--- config.mk ---
export PLATFORM = sky130hd
export DESIGN_NAME = serial_to_parallel_flat
export DESIGN_NICKNAME = d
export VERILOG_FILES = /design/src/rtl/serial_to_parallel_if.sv /design/src/rtl/serial_to_parallel.sv /design/src/flat_wrapper.sv
export SDC_FILE = /design/constraint.sdc
export NUM_CORES = 1
export LEC_CHECK = 0
export BUFFER_PORTS_ARGS = -buffer_cell sky130_fd_sc_hd__clkbuf_2
export CAP_MARGIN = 20
export CORE_UTILIZATION = 49
export DETAILED_ROUTE_END_ITERATION = 12
export GPL_ROUTABILITY_DRIVEN = 0
export PLACE_DENSITY = 0.73
export SLEW_MARGIN = 20
export SYNTH_ARGS = -nofsm -noshare
export SYNTH_HDL_FRONTEND = slang
export SYNTH_SLANG_ARGS = --single-unit
--- constraint.sdc ---
create_clock -name clk -period 1.4 [get_ports clk]
set_input_delay 0.14 -clock clk [delete_from_list [all_inputs] [get_ports clk]]
set_output_delay 0.14 -clock clk [all_outputs]
set_load 0.02 [all_outputs]
--- src/rtl/serial_to_parallel_if.sv ---
// Parallel output port of the deserializer: assembled word plus valid/ready handshake.
interface serial_to_parallel_if #(
  parameter int unsigned DATA_WIDTH = 8
) ();
  logic [DATA_WIDTH-1:0] parallel_out;
  logic                  out_valid;
  logic                  out_ready;

  modport master (
    output parallel_out,
    output out_valid,
    input  out_ready
  );

  modport slave (
    input  parallel_out,
    input  out_valid,
    output out_ready
  );
endinterface

--- src/rtl/serial_to_parallel.sv ---
// Deserializer: start strobe then DATA_WIDTH serial bits, assembled into a word
// held in a one-entry valid/ready holding register with sticky overrun/abort flags.
module serial_to_parallel #(
  parameter int unsigned DATA_WIDTH = 8,
  parameter bit          LSB_FIRST  = 1'b1
) (
  input  logic                 clk,
  input  logic                 rst,
  input  logic                 start,
  input  logic                 serial_in,
  serial_to_parallel_if.master word_bus,
  output logic                 busy,
  output logic                 overrun,
  output logic                 abort,
  input  logic                 err_clr
);

  localparam int unsigned CNT_W = $clog2(DATA_WIDTH);

  typedef enum logic {
    IDLE  = 1'b0,
    SHIFT = 1'b1
  } state_t;

  state_t                state_q, state_d;
  logic [DATA_WIDTH-1:0] shift_q, shift_d;
  logic [CNT_W-1:0]      cnt_q, cnt_d;
  logic [DATA_WIDTH-1:0] data_q, data_d;
  logic                  valid_q, valid_d;
  logic                  overrun_q, overrun_d;
  logic                  abort_q, abort_d;

  logic                  last_bit;
  logic                  drain;
  logic [CNT_W-1:0]      bit_pos;
  logic [DATA_WIDTH-1:0] word_c;

  assign last_bit = (state_q == SHIFT) && (cnt_q == CNT_W'(DATA_WIDTH - 1));
  assign drain    = valid_q && word_bus.out_ready;
  assign bit_pos  = LSB_FIRST ? cnt_q : (CNT_W'(DATA_WIDTH - 1) - cnt_q);

  // Shift register with the bit sampled this cycle merged in (includes the final bit).
  always_comb begin
    word_c          = shift_q;
    word_c[bit_pos] = serial_in;
  end

  // State register
  always_ff @(posedge clk) begin
    if (rst) state_q <= IDLE;
    else     state_q <= state_d;
  end

  // Next-state logic; a start during SHIFT restarts the frame in place.
  always_comb begin
    state_d = state_q;
    case (state_q)
      IDLE:    if (start) state_d = SHIFT;
      SHIFT:   if (!start && last_bit) state_d = IDLE;
      default: state_d = IDLE;
    endcase
  end

  // Datapath and flag next values; flag set conditions override err_clr.
  always_comb begin
    shift_d   = shift_q;
    cnt_d     = cnt_q;
    data_d    = data_q;
    valid_d   = valid_q;
    overrun_d = overrun_q;
    abort_d   = abort_q;

    if (err_clr) begin
      overrun_d = 1'b0;
      abort_d   = 1'b0;
    end
    if (drain) valid_d = 1'b0;

    case (state_q)
      IDLE: begin
        if (start) begin
          shift_d = '0;
          cnt_d   = '0;
        end
      end
      SHIFT: begin
        if (start) begin
          shift_d = '0;
          cnt_d   = '0;
          abort_d = 1'b1;
        end else if (last_bit) begin
          shift_d = '0;
          cnt_d   = '0;
          if (!valid_q || drain) begin
            data_d  = word_c;
            valid_d = 1'b1;
          end else begin
            overrun_d = 1'b1;
          end
        end else begin
          shift_d = word_c;
          cnt_d   = cnt_q + CNT_W'(1);
        end
      end
      default: ;
    endcase
  end

  always_ff @(posedge clk) begin
    if (rst) begin
      shift_q   <= '0;
      cnt_q     <= '0;
      data_q    <= '0;
      valid_q   <= 1'b0;
      overrun_q <= 1'b0;
      abort_q   <= 1'b0;
    end else begin
      shift_q   <= shift_d;
      cnt_q     <= cnt_d;
      data_q    <= data_d;
      valid_q   <= valid_d;
      overrun_q <= overrun_d;
      abort_q   <= abort_d;
    end
  end

  assign word_bus.parallel_out = data_q;
  assign word_bus.out_valid    = valid_q;
  assign busy                  = (state_q == SHIFT);
  assign overrun               = overrun_q;
  assign abort                 = abort_q;

endmodule
--- src/flat_wrapper.sv ---
// flat-port wrapper written by rule: the top's interface ports become plain ports
module serial_to_parallel_flat 
#(
  parameter int unsigned DATA_WIDTH = 8,
  parameter bit          LSB_FIRST  = 1'b1
)
  (clk, rst, start, serial_in, busy, overrun, abort, err_clr, word_bus_parallel_out, word_bus_out_valid, word_bus_out_ready);
  serial_to_parallel_if #(.DATA_WIDTH(DATA_WIDTH)) word_bus_i ();
  input  logic clk;
  input  logic rst;
  input  logic start;
  input  logic serial_in;
  output logic busy;
  output logic overrun;
  output logic abort;
  input  logic err_clr;
  output wire logic [$bits(word_bus_i.parallel_out)-1:0] word_bus_parallel_out;
  output wire logic [$bits(word_bus_i.out_valid)-1:0] word_bus_out_valid;
  input wire logic [$bits(word_bus_i.out_ready)-1:0] word_bus_out_ready;
  assign word_bus_parallel_out = word_bus_i.parallel_out;
  assign word_bus_out_valid = word_bus_i.out_valid;
  assign word_bus_i.out_ready = word_bus_out_ready;
  serial_to_parallel #(.DATA_WIDTH(DATA_WIDTH), .LSB_FIRST(LSB_FIRST)) u_core (.clk(clk), .rst(rst), .start(start), .serial_in(serial_in), .word_bus(word_bus_i), .busy(busy), .overrun(overrun), .abort(abort), .err_clr(err_clr));
endmodule
==> results.py, run 1 <==
metrics = {
    "timing": {
        "post-route-min-period_ns": 1.511,
        "slew_viol_final": 0,
        "maxSlewHeadroom_pct": 64.71,
        "setup_viol": 14,
        "timing.setup.tns_ns": -0.6743,
        "fin_skew_ns": 0.01340,
        "period_share_pct": 108.0,
        "fin_ws_ns": -0.1114,
        "tightest_slew_ns": 0.5294,
        "rsz0062_at_grt": "yes",
        "max_freq_ghz": 0.6616,
        "hold_violations": 0,
    },
    "synth": {
        "syn_inst": 120,
        "synth.distinct_cells": 30,
        "synth_largest_area_cell": "dfxtp_1",
        "synth_area_mm2": 0.001149,
        "syn-num-nets": 128,
        "synthTopCellsByArea": "dfxtp_1, mux2i_1, a21oi_1, a311oi_1, nand3b_4",
        "ys_ff_latch": 23,
        "syn_area_per_cell_um2": 9.572,
        "synth.top_cell.area_share_pct": 40.09,
        "ys.warnings.count": 0,
        "yosysSeqAreaShare_pct": 40.09,
    },
    "cells_and_area": {
        "syn2layout_area_growth_pct": 21.68,
        "layout-drive-gt1-share_pct": 34.75,
        "n_fill_cell": 187,
        "fin_area_mm2": 0.001398,
        "antenna_cells": 0,
        "instances_no_fill": 169,
        "layout.nets": 150,
    },
    "cts": {
        "cts_htree_levels": 1,
        "cts.path.max_buffers": 2,
        "clockRootBuffer": "clkbuf_4",
        "cts_tree": "yes",
        "cts.clk_slew.worst_paths_ns": 0.14,
        "clock_latency_ns": 0.32,
        "clock-sinks": 23,
        "cts_buffers": 3,
    },
    "detailed_routing": {
        "avgRoutedWirePerCell_um": 14.66,
        "drt-total-wl_mm": 2.478,
        "vias": 982,
        "ant_nets": 0,
        "route.detailed.drc": 0,
        "drtIter0Drc": 24,
        "via_per_inst": 5.811,
        "dr.pass1.iters": 4,
    },
    "worst_setup_path": {
        "path_buf_inv": 2,
        "cp_max_fo": 7,
        "crit_type": "flip-flop to flip-flop",
        "cpMaxStageDelayCell": "dfxtp_4",
        "crit_path_max_incr_delay_ns": 0.37,
        "crit_arrival_ns": 1.77,
        "crit_family": "flip-flops",
        "crit_path_start_kind": "flip-flop",
        "ff2ff_setup_slack_ns": -0.11,
        "end_kind": "flip-flop",
        "worst_ep_required_time_ns": 1.65,
        "path_cells": "ha_4 -> ha_4 -> nor4bb_4 -> buf_4 -> buf_4 -> nand4b_1 -> a31oi_1",
    },
    "floorplan": {
        "die_h_um": 50.42,
        "rows": 17,
        "ios": 18,
        "chipWidth_um": 50.42,
        "die-area_mm2": 0.002542,
        "start_util_pct": 51.92,
        "coreArea_mm2": 0.002212,
    },
    "outcome": {
        "status": "finished with violations",
        "failed_checks": "setup timing",
    },
    "power_and_ir_drop": {
        "irDropWorstVdd_mv": 0.4745,
        "power_density_mw_per_mm2": 771.8,
        "p_leak_nw": 0.6006,
    },
    "run": {
        "maxCapViolCount": 0,
    },
    "grt": {
        "grt_usage_pct": 21.26,
        "antenna_found_initial": 0,
        "grt_pass1_wl_mm": 4.043,
        "grt.overflow.total": 0,
        "grt_max_degree": 24,
        "grt_pass1_vias": 857,
    },
    "placement": {
        "place_area_mm2": 0.001326,
        "post-place-cells": 163,
        "dpl.hpwl_mm": 1.611,
        "place_ws_ns": -0.09648,
        "io_buffer_count": 17,
    },
    "min_path": {
        "hold_path_class": "input pin to flip-flop",
    },
}
-- sequential cells by signal (all words and copies together), names as in the netlist --
signal and cells:
u_core.word_bus.out_valid 1, u_core.abort 1, u_core.overrun 1, u_core.shift_q 8
u_core.bit_pos 3, u_core.busy 1, u_core.word_bus.parallel_out 8
-- cell families (layout without fill, tap and decap cells) --
logic type                 after synthesis  in the layout  synth area share, %
and+or+nand+nor                         41             41                24.84
AOI/OAI and AO/OA                       32             32                18.41
DFF                                     23             23                40.09
buffers and inverters                   13             34                6.645
muxes                                    9              9                7.843
adders and majority gates                2              2                2.178
-- final timing paths --
kind / start / endpoint / cells past startpoint
worst max-delay path: u_core.bit_pos[0] / u_core.shift_q[3] / 7
worst min-delay path: err_clr / u_core.abort / 3
worst max register to register: u_core.bit_pos[0] / u_core.shift_q[3] / 7
worst min register to register: u_core.shift_q[1] / u_core.shift_q[1] / 2
-- cell usage after synthesis (all sizes together) --
cell type,count
a21oi,14
a22oi,5
a311oi,8
a31oi,4
a32oi,1
and3b,1
buf,9
clkbuf,4
dfxtp,23
ha,2
mux2i,9
nand2,5
nand2b,2
nand3,6
nand3b,6
nand4,1
nand4b,3
nor2,8
nor2b,2
nor3,2
nor3b,3
nor4bb,1
or3b,1
-- cells in the final DEF, fill, tap and decap left out, types with 2 or more instances in the layout --
cell type  Yosys  layout
nand3_1        6       6
mux2i_1        9       9
a311oi_1       8       8
ha_4           0       2
dfxtp_1       23      20
nand3b_4       2       2
clkbuf_2       1      17
nor2b_1        2       2
dfxtp_2        0       2
nand4b_1       3       3
nor2_1         8       8
nand2_1        5       5
nand2b_1       2       2
a21oi_1       14      13
a31oi_1        4       4
buf_4          1      11
nand3b_1       3       3
a22oi_1        5       5
clkbuf_4       0       3
nor3b_2        2       3
-- metrics by stage --
| stage | utilization (%) | total power, W | hold WS, ns |
|---|---|---|---|
| 6_report | 63.18 | 0.001079 | 0.1156 |
| 2_1_floorplan | - | 0.0007381 | 0.2121 |
| 3_5_place_dp | 59.95 | 0.0007686 | 0.4494 |
| 5_1_grt | 63.18 | 0.001126 | 0.1322 |
| 3_3_place_gp | 59.95 | 0.0007664 | 0.4267 |
| 4_1_cts | 61.31 | 0.001081 | 0.1095 |
-- layer usage --
| layer | vias to the layer above | part of all wire (%) | GRT usage, % |
|---|---|---|---|
| met3 | 2 | 3.0 | 3.939 |
| met1 | 461 | 49 | 27.77 |
| met4 | 0 | 0.36 | 7.407 |
| li1 | 496 | - | - |
| met2 | 23 | 47 | 34.89 |
| met5 | - | 0 | 0 |
-- worst min-delay path: cells and delay by family --
kind,cells,cell delay (ns)
and+or+nand+nor,1,0.09
buffers and inverters,1,0.09
AOI/OAI and AO/OA,1,0.06
-- timing repair --
item,4_1_cts,5_1_grt
resized for setup,2,4
gates cloned,0,0
endpoints found under the setup margin,16,17
pin swaps,7,4
hold buffers,0,0
buffers inserted,0,2
-- where the power goes --
group | switching [W] | internal [W]
logic | 0.0000571 | 0.0000406
clock network | 0.000208 | 0.000107
registers | 0.00000613 | 0.000660
total | 0.000272 | 0.000807
-- area by class of cell --
class	instances	area (µm²)	area share, %
Clock buffer	3	22.52	1.611
Timing Repair Buffer	30	198.9	14.23
Sequential cell	23	466.7	33.39
Tap cell	28	35.03	2.507
Multi-Input combinational cell	84	669.4	47.90
Clock inverter	1	5.005	0.3581
Note: power is estimated with default switching activity, not from simulation.
==> inputs of run 2 (changes only) <==
CORE_MARGIN = 8   (was unset)
CORE_UTILIZATION = 58   (was 49)
PLACE_DENSITY = 0.81   (was 0.73)
SKIP_LAST_GASP = 1   (was unset)
clock period = 1.95 ns   (was 1.4 ns; I/O delays follow)
==> results.py, run 2 (synthesized netlist as in run 1, its figures left out) <==
metrics = {
    "worst_setup_path": {
        "crit_start": "u_core.bit_pos[0]",
        "path_buf_inv": 1,
        "end_kind": "flip-flop",
        "worst_ep_required_time_ns": 2.19,
        "crit_top_cell": "ha_1",
        "crit_type": "flip-flop to flip-flop",
        "crit_path_max_incr_delay_ns": 0.36,
        "cpMaxStageDelayCell": "nor4bb_1",
        "crit_arrival_ns": 1.93,
        "path_cells": "ha_1 -> ha_1 -> nor4bb_1 -> buf_4 -> nand4b_1 -> a31oi_1",
        "worstReg2RegStart": "u_core.bit_pos[0]",
        "crit_path_start_kind": "flip-flop",
        "crit_family": "simple AND/OR/NAND/NOR gates",
        "cp_max_fo": 8,
        "ff2ff_setup_slack_ns": 0.26,
    },
    "cts": {
        "cts_setup_buffers": 0,
        "cts_resized": 0,
        "cts_buffers": 3,
        "clockRootBuffer": "clkbuf_4",
        "ctsHoldBuffers": 0,
        "clock-sinks": 23,
        "clock_latency_ns": 0.30,
        "cts_htree_levels": 1,
        "cts.clk_slew.worst_paths_ns": 0.13,
        "cts_tree": "yes",
        "cts.path.max_buffers": 2,
    },
    "grt": {
        "antenna_found_initial": 0,
        "grt_max_degree": 24,
        "grt.overflow.total": 0,
        "grt_pass1_vias": 857,
        "grt_usage_pct": 13.59,
        "grt_pass1_wl_mm": 3.912,
    },
    "floorplan": {
        "chipWidth_um": 60.50,
        "rows": 16,
        "start_util_pct": 59.77,
        "ios": 18,
        "die_h_um": 60.50,
        "die-area_mm2": 0.003660,
        "coreArea_mm2": 0.001922,
    },
    "cells_and_area": {
        "final_cell_mix": "dfxtp_1, clkbuf_2, a21oi_1",
        "syn2layout_area_growth_pct": 11.98,
        "fin_area_mm2": 0.001286,
        "layout.nets": 146,
        "final_common_cell": "dfxtp_1",
        "n_fill_cell": 171,
        "antenna_cells": 0,
        "layout-drive-gt1-share_pct": 26.28,
        "fin_util_pct": 66.93,
    },
    "detailed_routing": {
        "via_per_inst": 5.872,
        "dr.pass1.iters": 4,
        "avgRoutedWirePerCell_um": 14.94,
        "route.detailed.drc": 0,
        "drt-total-wl_mm": 2.450,
        "ant_nets": 0,
        "drtIter0Drc": 21,
        "vias": 963,
    },
    "power_and_ir_drop": {
        "p_leak_nw": 0.5700,
        "irDropWorstVdd_mv": 0.4358,
        "power_density_mw_per_mm2": 591.2,
    },
    "timing": {
        "rsz0062_at_grt": "no",
        "hold_violations": 0,
        "max_freq_ghz": 0.5906,
        "fin_skew_ns": 0.004837,
        "setup_viol": 0,
        "post-route-min-period_ns": 1.693,
        "period_share_pct": 86.83,
        "slew_viol_final": 0,
        "timing.setup.tns_ns": 0,
        "tightest_slew_ns": 0.5364,
        "maxSlewHeadroom_pct": 64.24,
    },
    "min_path": {
        "hold_path_class": "input pin to flip-flop",
        "hold_start": "err_clr",
    },
    "placement": {
        "place_area_mm2": 0.001259,
        "dpl.hpwl_mm": 1.724,
        "io_buffer_count": 17,
    },
    "outcome": {
        "status": "complete, no violations",
    },
    "run": {
        "maxCapViolCount": 0,
    },
}
[run 2: cell types whose count changed in the layout (fill, tap and decap cells not counted), sizes merged]
cell  delta
buf      -4
[run 2: path summary, 6_finish.rpt]
path	endpoint	cells past startpoint
min reg2reg	u_core.abort	2
max	u_core.shift_q[6]	6
min	u_core.abort	3
max reg2reg	u_core.shift_q[6]	6
[run 2: per-stage QoR]
stage	setup WS, ns	std cells	hold slack, ns	total power [W]
2_1_floorplan	0.4029	120	0.2671	0.0005287
3_3_place_gp	0.4413	160	0.4653	0.0005478
3_5_place_dp	0.3193	160	0.4567	0.0005496
4_1_cts	0.2813	164	0.1464	0.0007682
5_1_grt	0.1622	164	0.1624	0.0007892
6_report	0.2569	164	0.1560	0.0007604
[run 2: layout make-up]
cell class | count | area [µm²] | area share, %
Timing Repair Buffer | 26 | 152.6 | 11.87
Clock buffer | 3 | 22.52 | 1.751
Multi-Input combinational cell | 84 | 611.8 | 47.57
Tap cell | 27 | 33.78 | 2.626
Sequential cell | 23 | 460.4 | 35.80
Clock inverter | 1 | 5.005 | 0.3891
[run 2: metal layers]
layer / GRT usage (%) / part of all wire (%)
met2: 22.71 / 49
met3: 1.907 / 2.7
met1: 17.63 / 47
met5: 0 / 0
met4: 3.987 / 0.61
[run 2: power by group]
part / switching, W / total, W / internal (W)
clock network: 0.000144 / 0.000220 / 0.0000765
logic: 0.0000386 / 0.0000624 / 0.0000238
registers: 0.00000339 / 0.000478 / 0.000474
[run 2: worst reg2reg max path, stage by stage, from the launching register on]
cell and delay [ns]:
dfxtp_1 0.34, ha_1 0.20, ha_1 0.22, nor4bb_1 0.36
buf_4 0.23, nand4b_1 0.12, a31oi_1 0.17
==> inputs of run 3 (changes only) <==
CORE_UTILIZATION = 54   (was 58)
PLACE_DENSITY = 0.77   (was 0.81)
clock period = 1.7 ns   (was 1.95 ns; I/O delays follow)
==> results.py, run 3 (synthesized netlist as in run 1, its figures left out) <==
metrics = {
    "placement": {
        "place_ws_ns": 0.01735,
        "io_buffer_count": 17,
        "dpl.hpwl_mm": 1.654,
        "post-place-cells": 159,
    },
    "timing": {
        "slew_viol_final": 0,
        "timing.hold.ws_ns": 0.1234,
        "post-route-min-period_ns": 1.598,
        "setup_viol": 0,
        "period_share_pct": 94.00,
        "max_freq_ghz": 0.6258,
        "fin_skew_ns": 0.0007910,
        "tightest_slew_ns": 0.5623,
        "rsz0062_at_grt": "yes",
        "fin_ws_ns": 0.1020,
        "maxSlewHeadroom_pct": 62.51,
        "hold_violations": 0,
        "timing.setup.tns_ns": 0,
    },
    "cts": {
        "cts_buffers": 3,
        "clockRootBuffer": "clkbuf_4",
        "cts.path.max_buffers": 2,
        "cts_tree": "yes",
        "clock_latency_ns": 0.31,
        "clock-sinks": 23,
        "cts_htree_levels": 1,
        "cts.clk_slew.worst_paths_ns": 0.13,
        "ctsHoldBuffers": 0,
    },
    "power_and_ir_drop": {
        "p_leak_nw": 0.5757,
        "seq_power_share_pct": 62.4,
        "power_density_mw_per_mm2": 671.0,
        "comb_power_share_pct": 8.7,
        "p_sw_share_pct": 24.57,
        "irDropWorstVdd_mv": 0.4931,
        "intPower_w": 0.0006630,
        "power_frac_clock_pct": 28.9,
        "switching_power_w": 0.0002160,
    },
    "floorplan": {
        "start_util_pct": 57.95,
        "die_h_um": 62.12,
        "coreArea_mm2": 0.001982,
        "ios": 18,
        "rows": 16,
        "chipWidth_um": 62.12,
        "die-area_mm2": 0.003859,
    },
    "grt": {
        "grt_usage_pct": 12.48,
        "grt_pass1_wl_mm": 4.077,
        "grt_pass1_vias": 918,
        "antenna_found_initial": 0,
        "grt_max_degree": 24,
        "grt.overflow.total": 0,
    },
    "worst_setup_path": {
        "cp_max_fo": 7,
        "end_kind": "flip-flop",
        "ff2ff_path_depth": 6,
        "crit_path_start_kind": "flip-flop",
        "crit_type": "flip-flop to flip-flop",
        "crit_arrival_ns": 1.84,
        "worst_ep_required_time_ns": 1.94,
    },
    "detailed_routing": {
        "ant_nets": 0,
        "vias": 960,
        "via_per_inst": 5.854,
        "route.detailed.drc": 0,
        "dr.pass1.iters": 4,
        "avgRoutedWirePerCell_um": 14.79,
        "drtIter0Drc": 36,
        "drt-total-wl_mm": 2.425,
    },
    "cells_and_area": {
        "final_common_cell": "dfxtp_1",
        "multi_input_area_um2": 631.9,
        "antenna_cells": 0,
        "syn2layout_area_growth_pct": 14.05,
        "instances_no_fill": 164,
        "n_fill_cell": 163,
        "layout.nets": 146,
        "fin_util_pct": 66.10,
        "seq_area_um2": 460.4,
        "layout-drive-gt1-share_pct": 27.74,
        "final_cell_mix": "dfxtp_1, clkbuf_2, a21oi_1",
    },
    "min_path": {
        "hold_path_class": "input pin to flip-flop",
        "holdPathStages": 3,
    },
    "outcome": {
        "status": "complete, no violations",
    },
    "run": {
        "maxCapViolCount": 0,
    },
}
-- run 3: cell count changes in the layout (fill, tap and decap cells not counted) --
cell,before,now
nor3b_1,1,0
buf_4,9,8
nor4bb_1,1,0
nor4bb_4,0,1
buf_6,0,1
nor3b_2,2,3
-- run 3: worst paths after layout --
path | start | slack (ns) | to
hold reg to reg | u_core.abort | 0.49 | u_core.abort
setup / recovery | u_core.bit_pos[0] | 0.10 | u_core.shift_q[4]
hold / removal | err_clr | 0.12 | u_core.abort
setup reg to reg | u_core.bit_pos[0] | 0.10 | u_core.shift_q[4]
-- run 3: power by group through the flow --
stage / Clock (W) / Combinational (W) / Sequential [W]
6_report: 0.000254 / 0.0000762 / 0.000549
2_1_floorplan: 0 / 0.0000421 / 0.000564
3_5_place_dp: 0 / 0.0000703 / 0.000560
4_1_cts: 0.000266 / 0.0000716 / 0.000548
5_1_grt: 0.000283 / 0.0000820 / 0.000550
3_3_place_gp: 0 / 0.0000697 / 0.000560
-- run 3: layout make-up --
cell class                 instances  share of cell area [%]
multi-input combinational         84                   48.23
timing repair buffer              26                   11.94
sequential                        23                   35.15
tap                               27                   2.579
clock inverter                     1                  0.3820
clock buffer                       3                   1.719
-- run 3: routing by layer --
metal | vias up | track usage (%) | share of wire (%)
li1 | 485 | - | -
met1 | 446 | 14.43 | 46
met2 | 25 | 20.83 | 48
met3 | 4 | 3.405 | 3.9
met4 | 0 | 5.539 | 1.5
met5 | - | 0 | 0
-- run 3: repair_timing --
action / CTS / global route
endpoints found under the hold margin: 0 / 0
setup buffers: 0 / 1
pin swaps: 0 / 2
setup endpoints to repair: 3 / 7
resized for setup: 1 / 3
-- run 3: worst max-delay path: stages (launching register included) --
cell	delay (ns)
dfxtp_1	0.34
ha_1	0.19
ha_1	0.25
nor4bb_4	0.29
buf_4	0.19
a22oi_1	0.09
a21oi_1	0.17
-- run 3: metrics by stage --
| stage | total power (W) | instance area, µm² |
|---|---|---|
| 6_report | 0.0008790 | 1310 |
| 5_1_grt | 0.0009149 | 1310 |
| 4_1_cts | 0.0008859 | 1285 |
| 3_5_place_dp | 0.0006306 | 1251 |
| 3_3_place_gp | 0.0006294 | 1251 |
| 2_1_floorplan | 0.0006065 | 1149 |
